[src/rtl/midori_sbox_layer_seq.sv]
// Nibble-serial sequencer around the 3-share Midori G S-box stage: feeds one nibble
// plus one fresh randomness word per cycle and reassembles the shared result state.
module midori_sbox_layer_seq #(
  parameter int NIBBLES   = 16,
  parameter int G_LATENCY = 1,
  parameter int R_W       = 18,
  parameter int RS_W      = 6
) (
  input  logic                   clk,
  input  logic                   rst,
  input  logic                   in_valid,
  output logic                   in_ready,
  input  logic [4*NIBBLES-1:0]   in_s1,
  input  logic [4*NIBBLES-1:0]   in_s2,
  input  logic [4*NIBBLES-1:0]   in_s3,
  input  logic                   rnd_valid,
  output logic                   rnd_ready,
  input  logic [R_W+RS_W-1:0]    rnd,
  output logic [3:0]             g_in1,
  output logic [3:0]             g_in2,
  output logic [3:0]             g_in3,
  output logic [R_W-1:0]         g_r,
  output logic [RS_W-1:0]        g_rs,
  input  logic [3:0]             g_out1,
  input  logic [3:0]             g_out2,
  input  logic [3:0]             g_out3,
  output logic                   out_valid,
  input  logic                   out_ready,
  output logic [4*NIBBLES-1:0]   out_s1,
  output logic [4*NIBBLES-1:0]   out_s2,
  output logic [4*NIBBLES-1:0]   out_s3,
  output logic [1:0]             dbg_state_o
);

  localparam int SW = 4 * NIBBLES;
  localparam int CW = $clog2(NIBBLES + 1);
  localparam int NW = (NIBBLES > 1) ? $clog2(NIBBLES) : 1;

  typedef enum logic [1:0] {
    IDLE  = 2'd0,
    ISSUE = 2'd1,
    DRAIN = 2'd2,
    DONE  = 2'd3
  } state_e;

  state_e               state_q, state_d;
  logic                 in_ready_q, in_ready_d;
  logic                 out_valid_q, out_valid_d;
  logic [SW-1:0]        in1_q, in2_q, in3_q;
  logic [SW-1:0]        in1_d, in2_d, in3_d;
  logic [SW-1:0]        out1_q, out2_q, out3_q;
  logic [SW-1:0]        out1_d, out2_d, out3_d;
  logic [CW-1:0]        k_q, k_d;
  logic [CW-1:0]        j_q, j_d;
  logic [G_LATENCY-1:0] vld_q, vld_d;

  logic                 issue;
  logic                 retire;
  logic [NW+1:0]        k_bit;
  logic [NW+1:0]        j_bit;

  // Handshake: a transfer happens on a rising edge where valid and ready are both 1.
  // The upstream must hold in_s* while in_valid=1 and in_ready=0; rnd_ready is only
  // high in ISSUE and a word is consumed on every edge where rnd_valid is also high.
  assign issue  = (state_q == ISSUE) && rnd_valid;
  assign retire = vld_q[G_LATENCY-1];
  assign k_bit  = {k_q[NW-1:0], 2'b00};
  assign j_bit  = {j_q[NW-1:0], 2'b00};

  always_comb begin
    rnd_ready = (state_q == ISSUE);
    g_in1     = '0;
    g_in2     = '0;
    g_in3     = '0;
    g_r       = '0;
    g_rs      = '0;
    if (issue) begin
      g_in1 = in1_q[k_bit +: 4];
      g_in2 = in2_q[k_bit +: 4];
      g_in3 = in3_q[k_bit +: 4];
      g_r   = rnd[R_W-1:0];
      g_rs  = rnd[R_W+RS_W-1:R_W];
    end
  end

  // The valid shift register mirrors the G pipeline, so bubbles never retire.
  always_comb begin
    vld_d    = '0;
    vld_d[0] = issue;
    for (int i = 1; i < G_LATENCY; i++) begin
      vld_d[i] = vld_q[i-1];
    end
  end

  always_comb begin
    state_d     = state_q;
    out_valid_d = out_valid_q;
    in1_d       = in1_q;
    in2_d       = in2_q;
    in3_d       = in3_q;
    out1_d      = out1_q;
    out2_d      = out2_q;
    out3_d      = out3_q;
    k_d         = k_q;
    j_d         = j_q;

    if (retire) begin
      out1_d[j_bit +: 4] = g_out1;
      out2_d[j_bit +: 4] = g_out2;
      out3_d[j_bit +: 4] = g_out3;
      j_d                = j_q + CW'(1);
    end

    case (state_q)
      IDLE: begin
        if (in_valid && in_ready_q) begin
          in1_d   = in_s1;
          in2_d   = in_s2;
          in3_d   = in_s3;
          k_d     = '0;
          j_d     = '0;
          state_d = ISSUE;
        end
      end
      ISSUE: begin
        if (issue) begin
          k_d = k_q + CW'(1);
          if (k_q == CW'(NIBBLES - 1)) state_d = DRAIN;
        end
      end
      DRAIN: begin
        if (retire && (j_q == CW'(NIBBLES - 1))) begin
          state_d     = DONE;
          out_valid_d = 1'b1;
        end
      end
      DONE: begin
        if (out_ready) begin
          state_d     = IDLE;
          out_valid_d = 1'b0;
        end
      end
      default: state_d = IDLE;
    endcase
  end

  // in_ready is registered so it rises one edge after reset release or handshake.
  assign in_ready_d = (state_d == IDLE);

  always_ff @(posedge clk or posedge rst) begin
    if (rst) begin
      state_q     <= IDLE;
      in_ready_q  <= 1'b0;
      out_valid_q <= 1'b0;
      in1_q       <= '0;
      in2_q       <= '0;
      in3_q       <= '0;
      out1_q      <= '0;
      out2_q      <= '0;
      out3_q      <= '0;
      k_q         <= '0;
      j_q         <= '0;
      vld_q       <= '0;
    end else begin
      state_q     <= state_d;
      in_ready_q  <= in_ready_d;
      out_valid_q <= out_valid_d;
      in1_q       <= in1_d;
      in2_q       <= in2_d;
      in3_q       <= in3_d;
      out1_q      <= out1_d;
      out2_q      <= out2_d;
      out3_q      <= out3_d;
      k_q         <= k_d;
      j_q         <= j_d;
      vld_q       <= vld_d;
    end
  end

  assign in_ready    = in_ready_q;
  assign out_valid   = out_valid_q;
  assign out_s1      = out1_q;
  assign out_s2      = out2_q;
  assign out_s3      = out3_q;
  assign dbg_state_o = state_q;

endmodule
[config.mk]
export PLATFORM = sky130hd
export DESIGN_NAME = midori_sbox_layer_seq
export DESIGN_NICKNAME = d
export VERILOG_FILES = /design/src/rtl/midori_sbox_layer_seq.sv
export SDC_FILE = /design/constraint.sdc
export NUM_CORES = 1
export LEC_CHECK = 0
export ABC_AREA = 1
export CORE_ASPECT_RATIO = 0.5
export CORE_UTILIZATION = 49
export DETAILED_ROUTE_END_ITERATION = 7
export MAX_ROUTING_LAYER = met4
export PLACE_DENSITY = 0.91
export SLEW_MARGIN = 20
export SYNTH_ARGS = -nofsm -noshare
export SYNTH_HDL_FRONTEND = slang
export SYNTH_SLANG_ARGS = --single-unit
[constraint.sdc]
create_clock -name clk -period 15.4 [get_ports clk]
set_input_delay 1.54 -clock clk [delete_from_list [all_inputs] [get_ports clk]]
set_output_delay 1.54 -clock clk [all_outputs]
set_load 0.05 [all_outputs]
Word level (Yosys, flattened, before mapping)
Cells that the tools add are included.
Storage, ports and cells
  logic and storage cells: 64
  register bits after elaboration: 399
  bits of input ports: 233
  output and inout port bits: 233
Cells by class
  mux-type cells: 23
  reductions and logical operators: 10
  equality and inequality tests: 9
  shift operators: 7
  add/sub/neg operators: 3
Operators by type and width (count)
  64-bit bitwise mux: 3
  4-bit by 8-bit indexed part select with 64-bit output: 3
  64-bit by 7-bit indexed part select with 4-bit output: 3
  4-bit by 8-bit variable shift with 64-bit output, first input constant: 1
  5-bit 2-to-1 mux: 5
  18-bit 2-to-1 mux: 1
  4-bit 2-to-1 mux: 3
  5-bit by 1-bit adder with 5-bit output, second input constant: 2
  5-bit by 4-bit equality test with 1-bit output, second input constant: 2
  2-bit 2-to-1 mux: 5
  5-bit one-hot mux with 2 select lines: 1
  6-bit negator with 8-bit output: 1
  2-bit one-hot mux with 4 select lines: 1
  6-bit 2-to-1 mux: 1
  2-bit inequality test, second input constant: 3
  3-bit AND reduction: 2
  2-bit equality test, second input constant: 2
  2-bit zero test: 2
  2-bit nonzero test: 2
  1-bit logical AND: 3
  2-bit by 1-bit equality test with 1-bit output, second input constant: 1
  1-bit 2-to-1 mux: 2
  2-bit by 1-bit inequality test with 1-bit output, second input constant: 1
  1-bit one-hot mux with 2 select lines: 1
  2-bit AND reduction: 1

Depth between registers and ports, before layout
Gate-level depths: netlist of run 1.
  word-level depth: 5
  mapped depth: 16
  gate-level depth less buffers: 11

Worst setup path after synthesis of run 1
OpenSTA, ideal clock, no wires.
  kind: register to output
  from: register state_q[0] (netlist: dbg_state_o[0])
  to: output g_r[10]
  required time: 13.860 ns
  data arrival time: 2.940 ns
  path buffers: 2
  setup slack: 10.920 ns
  cell stages (with the launch flop): 7
  cell sequence: dfrtp_1 inv_1 nor2_1 nand2_1 clkbuf_1 buf_1 nor2_1
Between the ends
  longest elaborated chain between the ends: 3
RTL lines
  start, declared: line 46  | state_e state_q, state_d;
  start signal, assigned: line 165  | state_q <= state_d;
  2-bit by 1-bit equality test with 1-bit output
  net rnd_ready: line 17  | output logic rnd_ready,
  1-bit logical AND: line 65  | assign issue = (state_q == ISSUE) && rnd_valid;
  18-bit 2-to-1 mux: line 77  | if (issue) begin
  end, declared: line 22  | output logic [R_W-1:0] g_r,
The timed path passes the listed nets, and every way through them passes these cells.

Worst setup path in the final report of run 1
  from: input rnd_valid
  to: output g_in2[0]
Between the ends
  longest elaborated chain between the ends: 2
RTL lines
  start, declared: line 16  | input logic rnd_valid,
  1-bit logical AND: line 65
  4-bit 2-to-1 mux: line 77
  end, declared: line 20  | output logic [3:0] g_in2,
No other way between the ends.

==> impl_metrics.json, run 1 <==
{
  "setup_viol": 0,
  "multiInputGateArea_mm2": 0.00636,
  "seq_area_frac_synth": 0.558,
  "pre_cts_slack_ps": 10070,
  "ctsHtreeMaxLevel": 2,
  "place_area_mm2": 0.0227,
  "cts_tree": "built",
  "most-common-layout-cells": "nand2_1, clkdlybuf4s50_1, dfrtp_1, o21ai_0, inv_1",
  "crit_top_cell": "clkdlybuf4s50_1",
  "cpLargestDelayFamily": "buffers and inverters",
  "grt_pass1_vias": 16233,
  "crit_path_end_kind": "output port",
  "grt_util_met3": 0.0418,
  "post-route-period-util": 0.346,
  "initial_core_util": 0.498,
  "final-seq-area_mm2": 0.00999,
  "maxSlewViolCount": 0,
  "syn2layout_area_growth_pct": 33.2,
  "slew_headroom": 0.278,
  "cts_max_path_buffers": 3,
  "maxCapViolCount": 0,
  "fmax_ghz": 0.188,
  "ys_ff_latch": 399,
  "cts.hold.buffers_added": 0,
  "cp.required_ps": 13860,
  "globalRouteMet2Util": 0.503,
  "vdd_drop_max_uv": 160,
  "vias": 16823,
  "vias_per_cell": 5.30,
  "drt-initial-drc-count": 1739,
  "clk_pin_slew_ps": 70,
  "fin_tns_setup_ps": 0,
  "synth_fp_nets": 2522,
  "post_cts.repair.setup_buffers": 0,
  "fin_util": 0.664,
  "synth_area_per_cell_um2": 7.84,
  "tightest_slew_ps": 1080,
  "finalHoldViolCount": 0,
  "cp_slowest_cell": "clkdlybuf4s50_1",
  "antenna_found_initial": 4,
  "r2r_start": "j_q[0]$_DFF_PP0_",
  "finalCriticalPeriod_ps": 5330,
  "gp_congestion": 0.972,
  "drtAntennaViolNets": 0,
  "path_max_fanout": 39,
  "fill_cells": 2859,
  "yosysWarnings": 0,
  "totalWireLength_um": 57200,
  "rsz0062_at_grt": "false",
  "critPathBufInv": 2,
  "nets": 2905,
  "powerDensity_mw_per_mm2": 231,
  "grt_pass1_wl_um": 87700,
  "numCtsBuffers": 37,
  "placementRows": 49,
  "crit_path_cell_trace": "clkdlybuf4s50_1 > nand2_2 > a21oi_1 > clkdlybuf4s50_1",
  "fp.dieW_um": 272,
  "core_region_area_mm2": 0.0359,
  "cp_slowest_stage_delay_ps": 850,
  "outcome": "completed",
  "io_pins": 466,
  "design_area_mm2": 0.0238,
  "die_area_mm2": 0.0373,
  "startpoint": "rnd_valid",
  "hp-class": "reg -> reg",
  "synth_cell_types": 27,
  "min_from": "out_s1[6]$_DFFE_PP0P_",
  "fp.dieH_um": 137,
  "grt_overflow": 0,
  "netlist_area_mm2": 0.0179,
  "final_common_cell": "nand2_1",
  "gr-usage-met1": 0.380,
  "insertion_delay_ps": 530,
  "crit_arrival_ps": 3790,
  "clockRootBuffer": "clkbuf_16",
  "numClockSinks": 399,
  "wl_per_cell_um": 18.0,
  "synthCells": 2282,
  "layout-drive-gt1-share": 0.0324,
  "drc_errors": 0,
  "grt_max_degree": 181,
  "ctsResizeCount": 0,
  "first_pass_iters": 8,
  "skew_ps": 21.0,
  "grt_usage": 0.312,
  "worst_slack_ps": 10070,
  "top_usage_layer": "met2",
  "cellLeakagePower_nw": 11.2,
  "critical_path_class": "in -> out",
  "numPortBuffers": 465,
  "dp_hpwl_um": 38700,
  "worstSetupStartpointType": "input port"
}
[per-stage QoR]
| stage | instances | total power, mW | hold slack [ps] |
|---|---|---|---|
| finish | 3176 | 5.52 | 479 |
| global route | 3176 | 5.83 | 497 |
| CTS | 3172 | 5.52 | 478 |
| detailed placement | 3110 | 4.61 | 459 |
| global placement | 3110 | 4.53 | 455 |
| floorplan | 2282 | 3.65 | 450 |
[cell type report]
cell class,instances,area share
Clock buffer,54,0.0449
Antenna cell,4,0.000420
Multi-Input combinational cell,1485,0.267
Timing Repair Buffer,476,0.199
Clock inverter,8,0.00168
Inverter,266,0.0427
Sequential cell,399,0.419
Tap cell,484,0.0254
[power by group]
part	leakage, nW	internal (mW)	total, mW	switching (mW)
Clock	0.555	0.481	0.879	0.398
Combinational	6.07	0.850	2.85	2.00
Sequential	4.59	1.54	1.79	0.248
[flip-flops by register name (all words and copies together) (netlist names)]
signal	cells
out_s3	64
dbg_state_o	2
in1_q	64
retire	1
j_q	5
in3_q	64
k_q	5
in2_q	64
out_s2	64
out_s1	64
in_ready	1
out_valid	1
[layer usage]
layer / up-vias / share of wire
li1: 7828 / -
met1: 8029 / 0.39
met2: 734 / 0.48
met3: 232 / 0.057
met4: 0 / 0.067
met5: - / 0
[cells by family after synthesis]
logic type	synth area share
compound gates	0.0897
xor+xnor	0.00189
fa+ha+maj	0.00489
buf+inv	0.0870
flops	0.558
simple gates	0.259
[tightest hold or removal path: stages, from the launching register on]
cell     delay, ps
dfrtp_1        340
nand2_1         60
nand2_1         50
[synthesized netlist by cell type]
library cell / n / share of area
nand2_1: 847 / 0.18
dfrtp_1: 399 / 0.56
o21ai_0: 296 / 0.083
inv_1: 258 / 0.054
nand3_1: 177 / 0.049
nor2_1: 94 / 0.020
clkbuf_1: 90 / 0.019
nor3_1: 22 / 0.0062
buf_2: 19 / 0.0053
a21oi_1: 15 / 0.0042
buf_1: 13 / 0.0027
ha_1: 7 / 0.0049
buf_4: 6 / 0.0025
inv_2: 6 / 0.0013
nand2_2: 5 / 0.0017
nor2_2: 5 / 0.0017
o21ai_1: 5 / 0.0014
nand4_1: 4 / 0.0014
a211oi_1: 2 / 0.00084
buf_6: 2 / 0.0013
clkbuf_2: 2 / 0.00056
clkinv_1: 2 / 0.00042
xor2_1: 2 / 0.00098
nand3b_1: 1 / 0.00042
nor3_2: 1 / 0.00056
o2111ai_1: 1 / 0.00049
xor2_2: 1 / 0.00091
[path summary, 6_finish.rpt]
path                       cells after the start  slack, ps                     end
max                                            4      10070                g_in2[0]
min                                            2        480   out_s1[6]$_DFFE_PP0P_
max reg2reg                                    8      11650  out_s1[57]$_DFFE_PP0P_
min reg2reg                                    2        480   out_s1[6]$_DFFE_PP0P_
max in group asynchronous                      3      12300      k_q[0]$_DFFE_PP0P_
min in group asynchronous                      2       1470   in3_q[44]$_DFFE_PP0P_
Power figures use the tool's default switching activity.
==> run 2, diff against run 1 <==
==> constraint.sdc (replaced) <==
create_clock -name clk -period 5 [get_ports clk]
set_input_delay 0.5 -clock clk [delete_from_list [all_inputs] [get_ports clk]]
set_output_delay 0.5 -clock clk [all_outputs]
set_load 0.05 [all_outputs]
==> impl_metrics.json, run 2 (synthesized netlist as in run 1, its figures left out) <==
{
  "crit_path_cell_trace": "inv_1 > nor2_1 > nand2_1 > buf_4 > a21oi_1 > clkdlybuf4s50_1",
  "crit_path_end_kind": "output port",
  "grt_pass1_vias": 16029,
  "io_pins": 466,
  "numPortBuffers": 465,
  "r2r_start": "j_q[0]$_DFF_PP0_",
  "layout-drive-gt1-share": 0.0330,
  "finalHoldViolCount": 0,
  "p_total_mw": 17.1,
  "r2r_slack_ps": 1460,
  "skew_ps": 16.9,
  "grt_usage": 0.308,
  "p_int_mw": 8.91,
  "cts_tree": "built",
  "grt_max_degree": 204,
  "drtAntennaViolNets": 0,
  "finalCriticalPeriod_ps": 4190,
  "fp.dieH_um": 137,
  "path_max_fanout": 19,
  "hp-class": "in -> async",
  "rsz0062_at_grt": "false",
  "die_area_mm2": 0.0373,
  "clockRootBuffer": "clkbuf_16",
  "core_region_area_mm2": 0.0359,
  "syn2layout_area_growth_pct": 34.0,
  "maxCapViolCount": 0,
  "wl_per_cell_um": 18.0,
  "worstSetupStartpointType": "register",
  "fp.dieW_um": 272,
  "vdd_drop_max_uv": 453,
  "fmax_ghz": 0.238,
  "worst_slack_ps": 807,
  "fin_util": 0.668,
  "vias": 16813,
  "p_sw_frac": 0.479,
  "cpLargestDelayFamily": "buffers and inverters",
  "powerDensity_mw_per_mm2": 713,
  "critical_path_class": "reg -> out",
  "initial_core_util": 0.498,
  "crit_arrival_ps": 3690,
  "pwr-share-seq": 0.323,
  "grt_overflow": 0,
  "vias_per_cell": 5.28,
  "cp_slowest_cell": "clkdlybuf4s50_1",
  "ctsResizeCount": 0,
  "maxSlewViolCount": 0,
  "pre_cts_slack_ps": 1370,
  "tightest_slew_ps": 1000,
  "startpoint": "dbg_state_o[0]$_DFF_PP0_",
  "grt_pass1_wl_um": 86700,
  "clk_pin_slew_ps": 70,
  "cts.hold.buffers_added": 0,
  "gp_congestion": 0.941,
  "cts_max_path_buffers": 3,
  "final_common_cell": "nand2_1",
  "cp_slowest_stage_delay_ps": 850,
  "most-common-layout-cells": "nand2_1, clkdlybuf4s50_1, dfrtp_1, o21ai_0, inv_1",
  "antenna_found_initial": 4,
  "slew_headroom": 0.333,
  "cp.required_ps": 4500,
  "post-route-period-util": 0.839,
  "p_sw_mw": 8.20,
  "critPathBufInv": 3,
  "insertion_delay_ps": 540,
  "combPwrFrac": 0.513,
  "drc_errors": 0,
  "totalWireLength_um": 57200,
  "outcome": "completed",
  "dp_hpwl_um": 39800,
  "numCtsBuffers": 38,
  "numClockSinks": 399,
  "setup_viol": 0,
  "post_cts.repair.setup_buffers": 0,
  "nets": 2912,
  "reg2regPathDepth": 8,
  "fill_cells": 2842,
  "drt-initial-drc-count": 1942,
  "ctsHtreeMaxLevel": 2,
  "first_pass_iters": 6,
  "hold_ws_ps": 434,
  "placementRows": 49,
  "p_clk_frac": 0.163,
  "cellLeakagePower_nw": 11.3,
  "r2r-end": "out_s2[56]$_DFFE_PP0P_"
}
## run 2: cell types whose count changed in the layout (fill, tap and decap cells not counted), moves of 2 or more
cell | previous run | this run
buf_16 | 0 | 2
clkbuf_1 | 9 | 16
clkinvlp_4 | 0 | 2
buf_4 | 10 | 12
clkbuf_16 | 37 | 39
buf_12 | 1 | 3
clkbuf_8 | 8 | 2
clkinv_2 | 8 | 5
## run 2: stage by stage
stage	setup TNS [ps]	instance area, um^2	std cells
CTS	0	23900	3180
finish	0	24000	3187
global route	0	24000	3186
global placement	0	22800	3114
detailed placement	0	22800	3114
floorplan	-347840	17900	2282
## run 2: per-layer routing
layer | track usage | vias up | part of all wire
met3 | 0.0537 | 194 | 0.067
met1 | 0.373 | 8017 | 0.39
met2 | 0.503 | 753 | 0.49
met4 | 0.158 | 0 | 0.054
li1 | - | 7849 | -
met5 | - | - | 0
## run 2: final cells by class
cell class                      count  area [um^2]  area share
Antenna cell                        5         12.5    0.000522
Clock buffer                       57         1060      0.0443
Clock inverter                      9         82.6     0.00344
Inverter                          266         1010      0.0421
Multi-Input combinational cell   1485         6360       0.265
Sequential cell                   399         9990       0.417
Tap cell                          484          606      0.0253
Timing Repair Buffer              482         4860       0.203
## run 2: power by group through the flow
stage / Clock, mW / Sequential [mW] / Combinational (mW)
floorplan: 0 / 7.97 / 3.27
global placement: 0 / 5.49 / 8.52
finish: 2.79 / 5.53 / 8.79
global route: 2.96 / 5.66 / 9.43
CTS: 2.82 / 5.51 / 8.75
detailed placement: 0 / 5.55 / 8.70
## run 2: worst max-delay path by stage
stage,endpoint,slack [ps],cells after the start
final,g_in1[2],810,6
after floorplan,dbg_state_o[0]$_DFF_PP0_,-870,1
after global placement,g_in1[2],1380,6
after CTS,g_in1[2],770,6
after detailed placement,g_in1[2],1370,6
after global routing,g_in1[2],620,6
## run 2: worst min-delay path, delay by kind of cell
family | cells | cell delay (ps)
buffers and inverters | 3 | 880
==> run 3, diff against run 2 <==
==> constraint.sdc (replaced) <==
create_clock -name clk -period 4.4 [get_ports clk]
set_input_delay 0.44 -clock clk [delete_from_list [all_inputs] [get_ports clk]]
set_output_delay 0.44 -clock clk [all_outputs]
set_load 0.05 [all_outputs]
==> impl_metrics.json, run 3 (synthesized netlist as in run 1, its figures left out) <==
{
  "placementRows": 49,
  "post-route-period-util": 0.946,
  "grt_usage": 0.316,
  "clk_pin_slew_ps": 70,
  "cellLeakagePower_nw": 11.4,
  "reg2regPathDepth": 9,
  "crit_path_end_kind": "output port",
  "path_max_fanout": 48,
  "post_cts.repair.setup_buffers": 0,
  "hold_path_end": "in1_q[2]$_DFFE_PP0P_",
  "fp.dieH_um": 137,
  "insertion_delay_ps": 540,
  "vdd_drop_max_uv": 533,
  "layout-drive-gt1-share": 0.0378,
  "fin_tns_setup_ps": 0,
  "min_from": "in_s1[2]",
  "initial_core_util": 0.498,
  "p_total_mw": 19.9,
  "finalHoldViolCount": 0,
  "ctsHtreeMaxLevel": 2,
  "fmax_ghz": 0.240,
  "die_area_mm2": 0.0373,
  "maxCapViolCount": 0,
  "cts_max_path_buffers": 3,
  "totalWireLength_um": 58100,
  "hold_ws_ps": 447,
  "fp.dieW_um": 272,
  "cp.required_ps": 3960,
  "powerDensity_mw_per_mm2": 822,
  "final_common_cell": "nand2_1",
  "drt-initial-drc-count": 1689,
  "crit_arrival_ps": 3720,
  "grt_overflow": 0,
  "cts_tree": "built",
  "r2r-end": "out_s2[28]$_DFFE_PP0P_",
  "numCtsBuffers": 38,
  "numPortBuffers": 465,
  "worst_slack_ps": 236,
  "fin_util": 0.672,
  "outcome": "completed",
  "skew_ps": 19.4,
  "critical_path_class": "reg -> out",
  "most-common-layout-cells": "nand2_1, clkdlybuf4s50_1, dfrtp_1, o21ai_0, inv_1",
  "worstSetupStartpointType": "register",
  "vias_per_cell": 5.35,
  "gp_congestion": 0.930,
  "drc_errors": 0,
  "first_pass_iters": 7,
  "r2r_slack_ps": 950,
  "ctsResizeCount": 0,
  "tightest_slew_ps": 1050,
  "hp-class": "in -> reg",
  "numClockSinks": 399,
  "pre_cts_slack_ps": 913,
  "nets": 2911,
  "vias": 17054,
  "core_region_area_mm2": 0.0359,
  "grt_max_degree": 185,
  "setup_viol": 0,
  "grt_pass1_wl_um": 88900,
  "dp_hpwl_um": 40100,
  "wl_per_cell_um": 18.2,
  "clockRootBuffer": "clkbuf_16",
  "antenna_found_initial": 1,
  "r2r_start": "j_q[0]$_DFF_PP0_",
  "hold_depth": 3,
  "rsz0062_at_grt": "false",
  "cts.hold.buffers_added": 0,
  "finalCriticalPeriod_ps": 4160,
  "maxSlewViolCount": 0,
  "slew_headroom": 0.297,
  "syn2layout_area_growth_pct": 34.9,
  "grt_pass1_vias": 16499,
  "io_pins": 466,
  "fill_cells": 2743,
  "drtAntennaViolNets": 0
}
-- run 3: cell type report --
type | count | area [um^2] | area share
antenna | 3 | 7.51 | 0.000311
clock buffer | 51 | 1120 | 0.0465
clock inverter | 17 | 205 | 0.00850
inverter | 266 | 1010 | 0.0418
multi-input combinational | 1485 | 6360 | 0.263
sequential | 399 | 9990 | 0.414
tap | 484 | 606 | 0.0251
timing repair buffer | 481 | 4850 | 0.201
-- run 3: power breakdown --
group / switching, mW / leakage, nW / internal [mW] / total [mW]
Combinational: 7.06 / 6.11 / 2.99 / 10.1
Clock: 1.47 / 0.656 / 2.04 / 3.51
Sequential: 0.893 / 4.59 / 5.40 / 6.29
Total: 9.42 / 11.4 / 10.4 / 19.9
-- run 3: metal layers --
layer  global-route usage  vias up  part of all wire
met1                0.382     8116              0.38
met5                    -        -                 0
met4                0.181        0             0.064
li1                     -     7835                 -
met2                0.519      869              0.49
met3               0.0395      234             0.065
-- run 3: how the worst max path moves through the flow --
stage / slack [ps] / start / to / cells after the start
6_report: 240 / k_q[0]$_DFFE_PP0P_ / g_in3[3] / 8
5_1_grt: 110 / k_q[0]$_DFFE_PP0P_ / g_in2[1] / 10
4_1_cts: 310 / k_q[0]$_DFFE_PP0P_ / g_in3[3] / 8
3_5_place_dp: 910 / k_q[0]$_DFFE_PP0P_ / g_in3[3] / 8
3_3_place_gp: 940 / k_q[0]$_DFFE_PP0P_ / g_in2[1] / 10
2_1_floorplan: -1410 / rst / dbg_state_o[0]$_DFF_PP0_ / 1
-- run 3: per-stage QoR --
stage / cell area (um^2) / instances
detailed placement: 22800 / 3115
finish: 24200 / 3186
global route: 24100 / 3184
CTS: 24100 / 3183
floorplan: 17900 / 2282
global placement: 22800 / 3115
-- run 3: worst max-delay path, cell delays in order (launching register included) --
cell and delay [ps]:
dfrtp_4 730, inv_2 490, buf_4 380, nand2_1 110, nand3_1 90, nand3_1 120
nand3_1 100, a21oi_1 290, clkdlybuf4s50_1 860
